`src/rtl/bank_pkg.sv`:
```
// rtl/bank_pkg.sv - shared state encoding and default timing for the bank sequencer
// Purpose: the bank FSM state enum, legacy-compatible state constants, and the
//          default TRCD/TRP/COLS values used by bank_sequencer.
// Ports:   none (package).
package bank_pkg;

  typedef enum logic [1:0] {
    IDLE     = 2'd0,
    ACT_WAIT = 2'd1,
    OPEN     = 2'd2,
    PRE_WAIT = 2'd3
  } bank_state_e;

  localparam logic [1:0] ST_IDLE     = IDLE;
  localparam logic [1:0] ST_ACT_WAIT = ACT_WAIT;
  localparam logic [1:0] ST_OPEN     = OPEN;
  localparam logic [1:0] ST_PRE_WAIT = PRE_WAIT;

  localparam int DEF_TRCD = 2;
  localparam int DEF_TRP  = 2;
  localparam int DEF_COLS = 32;

endpackage

```
`src/rtl/bank_sequencer_if.sv`:
```
// rtl/bank_sequencer_if.sv - request/response handshake bundle of the bank sequencer
// Purpose: groups the upstream request handshake and the read response.
// Ports:   req_valid/req_ready/req_wr/req_addr/req_wdata (request),
//          rsp_valid/rsp_rdata (read response).
//          master = requester side, slave = bank_sequencer side.
interface bank_sequencer_if #(
  parameter int WIDTH = 8,
  parameter int AW    = 11
);
  logic             req_valid;
  logic             req_ready;
  logic             req_wr;
  logic [AW-1:0]    req_addr;
  logic [WIDTH-1:0] req_wdata;
  logic             rsp_valid;
  logic [WIDTH-1:0] rsp_rdata;

  modport master (
    output req_valid, req_wr, req_addr, req_wdata,
    input  req_ready, rsp_valid, rsp_rdata
  );

  modport slave (
    input  req_valid, req_wr, req_addr, req_wdata,
    output req_ready, rsp_valid, rsp_rdata
  );
endinterface

```
`src/rtl/tim_counter.sv`:
```
// rtl/tim_counter.sv - loadable down-counter with zero flag
// Purpose: times the activate and precharge waits of the bank sequencer.
// Ports:   clk, reset (async, active-high), load/load_val (reload the count),
//          zero (count has reached 0; counting stops there).
module tim_counter #(
  parameter int W = 2
) (
  input  logic         clk,
  input  logic         reset,
  input  logic         load,
  input  logic [W-1:0] load_val,
  output logic         zero
);

  logic [W-1:0] cnt;

  always_ff @(posedge clk or posedge reset) begin
    if (reset) begin
      cnt <= '0;
    end else if (load) begin
      cnt <= load_val;
    end else if (cnt != '0) begin
      cnt <= cnt - W'(1);
    end
  end

  assign zero = (cnt == '0);

endmodule

```
`src/rtl/bank_sequencer.sv`:
```
// rtl/bank_sequencer.sv - single-bank open-row sequencer in front of a memory array
// Purpose: opens a row (ACT_WAIT), streams hits to the array one per cycle while
//          the row is open, and precharges (PRE_WAIT) on a row miss.
// Ports:   clk, reset (async, active-high); bus (slave side of bank_sequencer_if);
//          arr_addr/arr_rd_o_wr/arr_i_data/arr_o_data to the external array
//          (synchronous read: data for a read handshake arrives next cycle);
//          open_row_valid/open_row, hit_count/miss_count (saturating).
module bank_sequencer
  import bank_pkg::*;
#(
  parameter int WIDTH = 8,
  parameter int DEPTH = 2048,
  parameter int COLS  = DEF_COLS,
  parameter int TRCD  = DEF_TRCD,
  parameter int TRP   = DEF_TRP,
  parameter int CNTW  = 16,
  localparam int AW   = $clog2(DEPTH),
  localparam int CB   = $clog2(COLS),
  localparam int RB   = AW - CB
) (
  input  logic             clk,
  input  logic             reset,
  bank_sequencer_if.slave  bus,
  output logic [AW-1:0]    arr_addr,
  output logic             arr_rd_o_wr,
  output logic [WIDTH-1:0] arr_i_data,
  input  logic [WIDTH-1:0] arr_o_data,
  output logic             open_row_valid,
  output logic [RB-1:0]    open_row,
  output logic [CNTW-1:0]  hit_count,
  output logic [CNTW-1:0]  miss_count
);

  localparam int TMAX = (TRCD > TRP) ? TRCD : TRP;
  localparam int TW   = $clog2(TMAX + 1);

  logic [1:0]    state;
  logic [RB-1:0] req_row;
  logic          row_hit;
  logic          handshake;
  logic          tim_load;
  logic [TW-1:0] tim_val;
  logic          tim_zero;

  assign req_row   = bus.req_addr[AW-1:CB];
  assign row_hit   = (req_row == open_row);
  assign handshake = (state == ST_OPEN) && bus.req_valid && row_hit;

  assign bus.req_ready  = handshake;
  assign bus.rsp_rdata  = arr_o_data;
  assign arr_addr       = bus.req_addr;
  assign arr_i_data     = bus.req_wdata;
  assign arr_rd_o_wr    = handshake && bus.req_wr;
  assign open_row_valid = (state == ST_OPEN);

  // The wait state is entered the cycle after the load, so loading N-1 makes
  // the wait last exactly N cycles (leaves on the cycle the count reads zero).
  always_comb begin
    tim_load = 1'b0;
    tim_val  = '0;
    if (state == ST_IDLE && bus.req_valid) begin
      tim_load = 1'b1;
      tim_val  = TW'(TRCD - 1);
    end else if (state == ST_OPEN && bus.req_valid && !row_hit) begin
      tim_load = 1'b1;
      tim_val  = TW'(TRP - 1);
    end
  end

  tim_counter #(.W(TW)) u_tim (
    .clk      (clk),
    .reset    (reset),
    .load     (tim_load),
    .load_val (tim_val),
    .zero     (tim_zero)
  );

  always_ff @(posedge clk or posedge reset) begin
    if (reset) begin
      state         <= ST_IDLE;
      open_row      <= '0;
      hit_count     <= '0;
      miss_count    <= '0;
      bus.rsp_valid <= 1'b0;
    end else begin
      bus.rsp_valid <= handshake && !bus.req_wr;

      if (handshake && hit_count != '1) begin
        hit_count <= hit_count + CNTW'(1);
      end

      case (state)
        ST_IDLE: begin
          if (bus.req_valid) begin
            open_row <= req_row;
            if (miss_count != '1) begin
              miss_count <= miss_count + CNTW'(1);
            end
            state <= ST_ACT_WAIT;
          end
        end
        ST_ACT_WAIT: begin
          if (tim_zero) state <= ST_OPEN;
        end
        ST_OPEN: begin
          if (bus.req_valid && !row_hit) state <= ST_PRE_WAIT;
        end
        ST_PRE_WAIT: begin
          if (tim_zero) state <= ST_IDLE;
        end
        default: state <= ST_IDLE;
      endcase
    end
  end

endmodule
```
`src/flat_wrapper.sv`:
```
// flat-port wrapper written by rule: the top's interface ports become plain ports
module bank_sequencer_flat import bank_pkg::*;
#(
  parameter int WIDTH = 8,
  parameter int DEPTH = 2048,
  parameter int COLS  = DEF_COLS,
  parameter int TRCD  = DEF_TRCD,
  parameter int TRP   = DEF_TRP,
  parameter int CNTW  = 16,
  localparam int AW   = $clog2(DEPTH),
  localparam int CB   = $clog2(COLS),
  localparam int RB   = AW - CB
)
  (clk, reset, arr_addr, arr_rd_o_wr, arr_i_data, arr_o_data, open_row_valid, open_row, hit_count, miss_count, bus_req_valid, bus_req_wr, bus_req_addr, bus_req_wdata, bus_req_ready, bus_rsp_valid, bus_rsp_rdata);
  bank_sequencer_if #(.WIDTH(WIDTH)) bus_i ();
  input  logic clk;
  input  logic reset;
  output logic [AW-1:0] arr_addr;
  output logic arr_rd_o_wr;
  output logic [WIDTH-1:0] arr_i_data;
  input  logic [WIDTH-1:0] arr_o_data;
  output logic open_row_valid;
  output logic [RB-1:0] open_row;
  output logic [CNTW-1:0] hit_count;
  output logic [CNTW-1:0] miss_count;
  input wire logic [$bits(bus_i.req_valid)-1:0] bus_req_valid;
  input wire logic [$bits(bus_i.req_wr)-1:0] bus_req_wr;
  input wire logic [$bits(bus_i.req_addr)-1:0] bus_req_addr;
  input wire logic [$bits(bus_i.req_wdata)-1:0] bus_req_wdata;
  output wire logic [$bits(bus_i.req_ready)-1:0] bus_req_ready;
  output wire logic [$bits(bus_i.rsp_valid)-1:0] bus_rsp_valid;
  output wire logic [$bits(bus_i.rsp_rdata)-1:0] bus_rsp_rdata;
  assign bus_i.req_valid = bus_req_valid;
  assign bus_i.req_wr = bus_req_wr;
  assign bus_i.req_addr = bus_req_addr;
  assign bus_i.req_wdata = bus_req_wdata;
  assign bus_req_ready = bus_i.req_ready;
  assign bus_rsp_valid = bus_i.rsp_valid;
  assign bus_rsp_rdata = bus_i.rsp_rdata;
  bank_sequencer #(.WIDTH(WIDTH), .DEPTH(DEPTH), .COLS(COLS), .TRCD(TRCD), .TRP(TRP), .CNTW(CNTW)) u_core (.clk(clk), .reset(reset), .bus(bus_i), .arr_addr(arr_addr), .arr_rd_o_wr(arr_rd_o_wr), .arr_i_data(arr_i_data), .arr_o_data(arr_o_data), .open_row_valid(open_row_valid), .open_row(open_row), .hit_count(hit_count), .miss_count(miss_count));
endmodule
```
`config.mk`:
```
export PLATFORM = sky130hd
export DESIGN_NAME = bank_sequencer_flat
export DESIGN_NICKNAME = d
export VERILOG_FILES = /design/src/rtl/bank_pkg.sv /design/src/rtl/bank_sequencer_if.sv /design/src/rtl/tim_counter.sv /design/src/rtl/bank_sequencer.sv /design/src/flat_wrapper.sv
export SDC_FILE = /design/constraint.sdc
export NUM_CORES = 1
export LEC_CHECK = 0
export CORE_MARGIN = 4
export CORE_UTILIZATION = 39
export CTS_CLUSTER_DIAMETER = 100
export DETAILED_ROUTE_END_ITERATION = 6
export GPL_ROUTABILITY_DRIVEN = 0
export PLACE_DENSITY = 0.76
export SETUP_SLACK_MARGIN = 0.05
export SYNTH_ARGS = -nofsm -noshare
export SYNTH_HDL_FRONTEND = slang
export SYNTH_SLANG_ARGS = --single-unit
```
`constraint.sdc`:
```
create_clock -name clk -period 1.6 [get_ports clk]
set_input_delay 0.48 -clock clk [delete_from_list [all_inputs] [get_ports clk]]
set_output_delay 0.48 -clock clk [all_outputs]
set_load 0.005 [all_outputs]
```
==> metrics.cfg <==
[sta]
finalSetupViolCount=25
tightest_slew_ps=302
fin_skew_ps=4.86
hold_viol=0
finalWorstSetupSlack_ps=-340
finalCritPeriodShare_pct=121
fin_crit_ps=1940
clock.fmax_mhz=516
grt_setup_unrepaired=yes
finalMaxSlewViolations=0
relSlewSlack_pct=79.7

[die]
io_pins=100
die_h_um=86.6
die_area_mm2=0.00750
die_w_um=86.6
rows=28
core_area_mm2=0.00596
initial_core_util_pct=40.4

[power_and_ir_drop]
p_leak_uw=0.00208
p_total_uw=5050
power_density_mw_per_mm2=1210
ir_drop_mv=0.804

[worst_setup_path]
cp_data_required_time_ps=1120
cp-start-kind=register
crit_type=register to output pin
cp_slowest_stage_delay_ps=460
path_cells=xnor2_4 -> nand4_4 -> nor2_4 -> and2_1 -> buf_2
critPathBufInv=1
critPathMaxFanout=3
endpoint_kind=output pin
crit_family=flip-flops
critPathArrivalTime_ps=1460
cpMaxStageDelayCell=dfrtp_2

[grt]
globalRouteMet2Util_pct=33.7
grt_most_used_layer=met2
groute.usage.overall_pct=18.6
grt_util_met1_pct=22.1
gr-usage-met3_pct=3.33
grt_pass1_vias=2259
grt_pass1_wl_um=11000
overflow=0
antenna_found_initial=0
grt_max_degree=44

[clock_network]
h-tree-depth=2
cts_tree=yes
root_buffer=clkbuf_8
clk_latency_ps=300
clkTransAtPathRegs_ps=80
cts.sink_count=43
cts_buffers=5
cts_buffer_depth=2
holdBufCountCts=0

[final_layout]
num-nets-final=402
fillers=395
final_area_mm2=0.00417
multi_input_area_mm2=0.00145
drive_gt1_share_pct=54.9
antenna_cells=0
final_util_pct=70.0
layout_common_cells=buf_4 (76), dfrtp_1 (37), buf_6 (36), dlygate4sd2_1 (21), xnor2_1 (16)
regArea_mm2=0.00108
area_growth_pct=73.0
layout_commonest_cell=buf_4

[synth]
yosysWarnings=0
syn_area_mm2=0.00241
syn_nets=260
syn_avg_cell_area_um2=10.9
yosysUniqueCellTypes=36
synthArstFlopShare_pct=100
ys_seq_area_share_pct=44.7
syn_inst=221
synth-edff-count=0
synthFlopType=dfrtp_1
synth_seq_cells=43

[run]
max-cap-violations=0

[placement]
io_buffers=57
post_dp_cell_area_mm2=0.00338
dpl.hpwl_um=4340

[drt]
routedWlPerCell_um=17.4
detail_route.vias_per_cell=5.09
ant_nets=0
via_count=2234
drt_first_pass_iters=4
routed_wl_um=7640
drt_iter0_drc=115
drc=0

[status]
status=finished with violations
violations=negative setup slack

[worst_hold_path]
min_path_type=primary input to register

==> timing repair <==
item                                    in CTS  in global routing
endpoints found under the setup margin      90                 53
resized for setup                          154                 73
cloned                                       1                  0
buffers inserted                            40                 15
pin swaps                                   23                 37
==> worst register-to-register path, delay by kind of cell (launching register included) <==
family                 cells  cell delay (ps)
AND/OR/NAND/NOR            3              550
XOR/XNOR                   2              350
flip-flops                 1              460
buffers and inverters      3              450
==> worst paths after layout <==
path / from / endpoint / slack [ps] / depth (start not counted)
max in group asynchronous: reset / u_core.open_row[0] / 800 / 3
min in group asynchronous: reset / u_core.miss_count[15] / 580 / 3
min: bus_req_addr[9] / u_core.open_row[4] / 490 / 2
max: u_core.open_row[0] / arr_rd_o_wr / -340 / 5
max reg2reg: u_core.open_row[0] / u_core.hit_count[3] / -290 / 8
min reg2reg: u_core.u_tim.cnt[1] / u_core.u_tim.cnt[1] / 530 / 2
==> cell usage after synthesis, drive strengths merged, types with 2 or more instances <==
library cell	count	share of area, %
mux2	9	4.5
and4	5	2.1
inv	6	0.93
ha	8	4.2
nand3	8	1.7
dfrtp	43	45
xnor2	22	9.9
xor2	14	5.1
and3	8	2.1
nand2	16	2.6
nand4	16	4.7
nor3	7	1.7
nor2	17	2.8
a21oi	2	0.42
buf	28	8.9
and2	2	0.62
==> sequential cells by signal, indices dropped and copies added (netlist names) <==
name / flops
u_core.hit_count: 16
u_core.u_tim.cnt: 2
u_core.open_row: 6
u_core.miss_count: 16
u_core.bus.rsp_valid: 1
u_core.state: 2
==> where the power goes <==
group          leakage (uW)  internal (uW)  total (uW)  switching, uW
registers          0.000564           1300        1520            219
logic               0.00147           1740        2830           1100
clock network     0.0000422            307         689            382
==> routing by layer <==
metal / routed length (um) / up-vias
li1: - / 1020
met1: 3010 / 1124
met2: 4140 / 66
met3: 354 / 24
met4: 135 / 0
met5: 0 / -
==> area by class of cell <==
| class | count | area share [%] |
|---|---|---|
| Timing Repair Buffer | 163 | 34.3 |
| Inverter | 6 | 0.690 |
| Clock buffer | 7 | 1.83 |
| Clock inverter | 1 | 0.120 |
| Multi-Input combinational cell | 144 | 34.8 |
| Tap cell | 75 | 2.25 |
| Sequential cell | 43 | 26.0 |
==> cell families after synthesis <==
kind of cell | count (synthesis) | share of synthesized area (%)
AO/OA/AOI/OAI | 9 | 2.60
XOR/XNOR | 36 | 15.0
adder cells (fa/ha/maj) | 8 | 4.16
buffers and inverters | 34 | 9.82
flip-flops | 43 | 44.7
multiplexers | 9 | 4.52
AND/OR/NAND/NOR | 82 | 19.3
==> through the flow <==
step                      setup slack (ps)  instances  hold WS (ps)  setup TNS [ps]
after floorplan                       37.1        221           478               0
after global placement               -1020        380           472          -23890
after detailed placement             -1020        380           476          -24690
after CTS                             -311        428           494           -2740
after global routing                  -389        439           489           -5350
final                                 -340        439           490           -3390
Note: power is estimated with default switching activity, not from simulation.
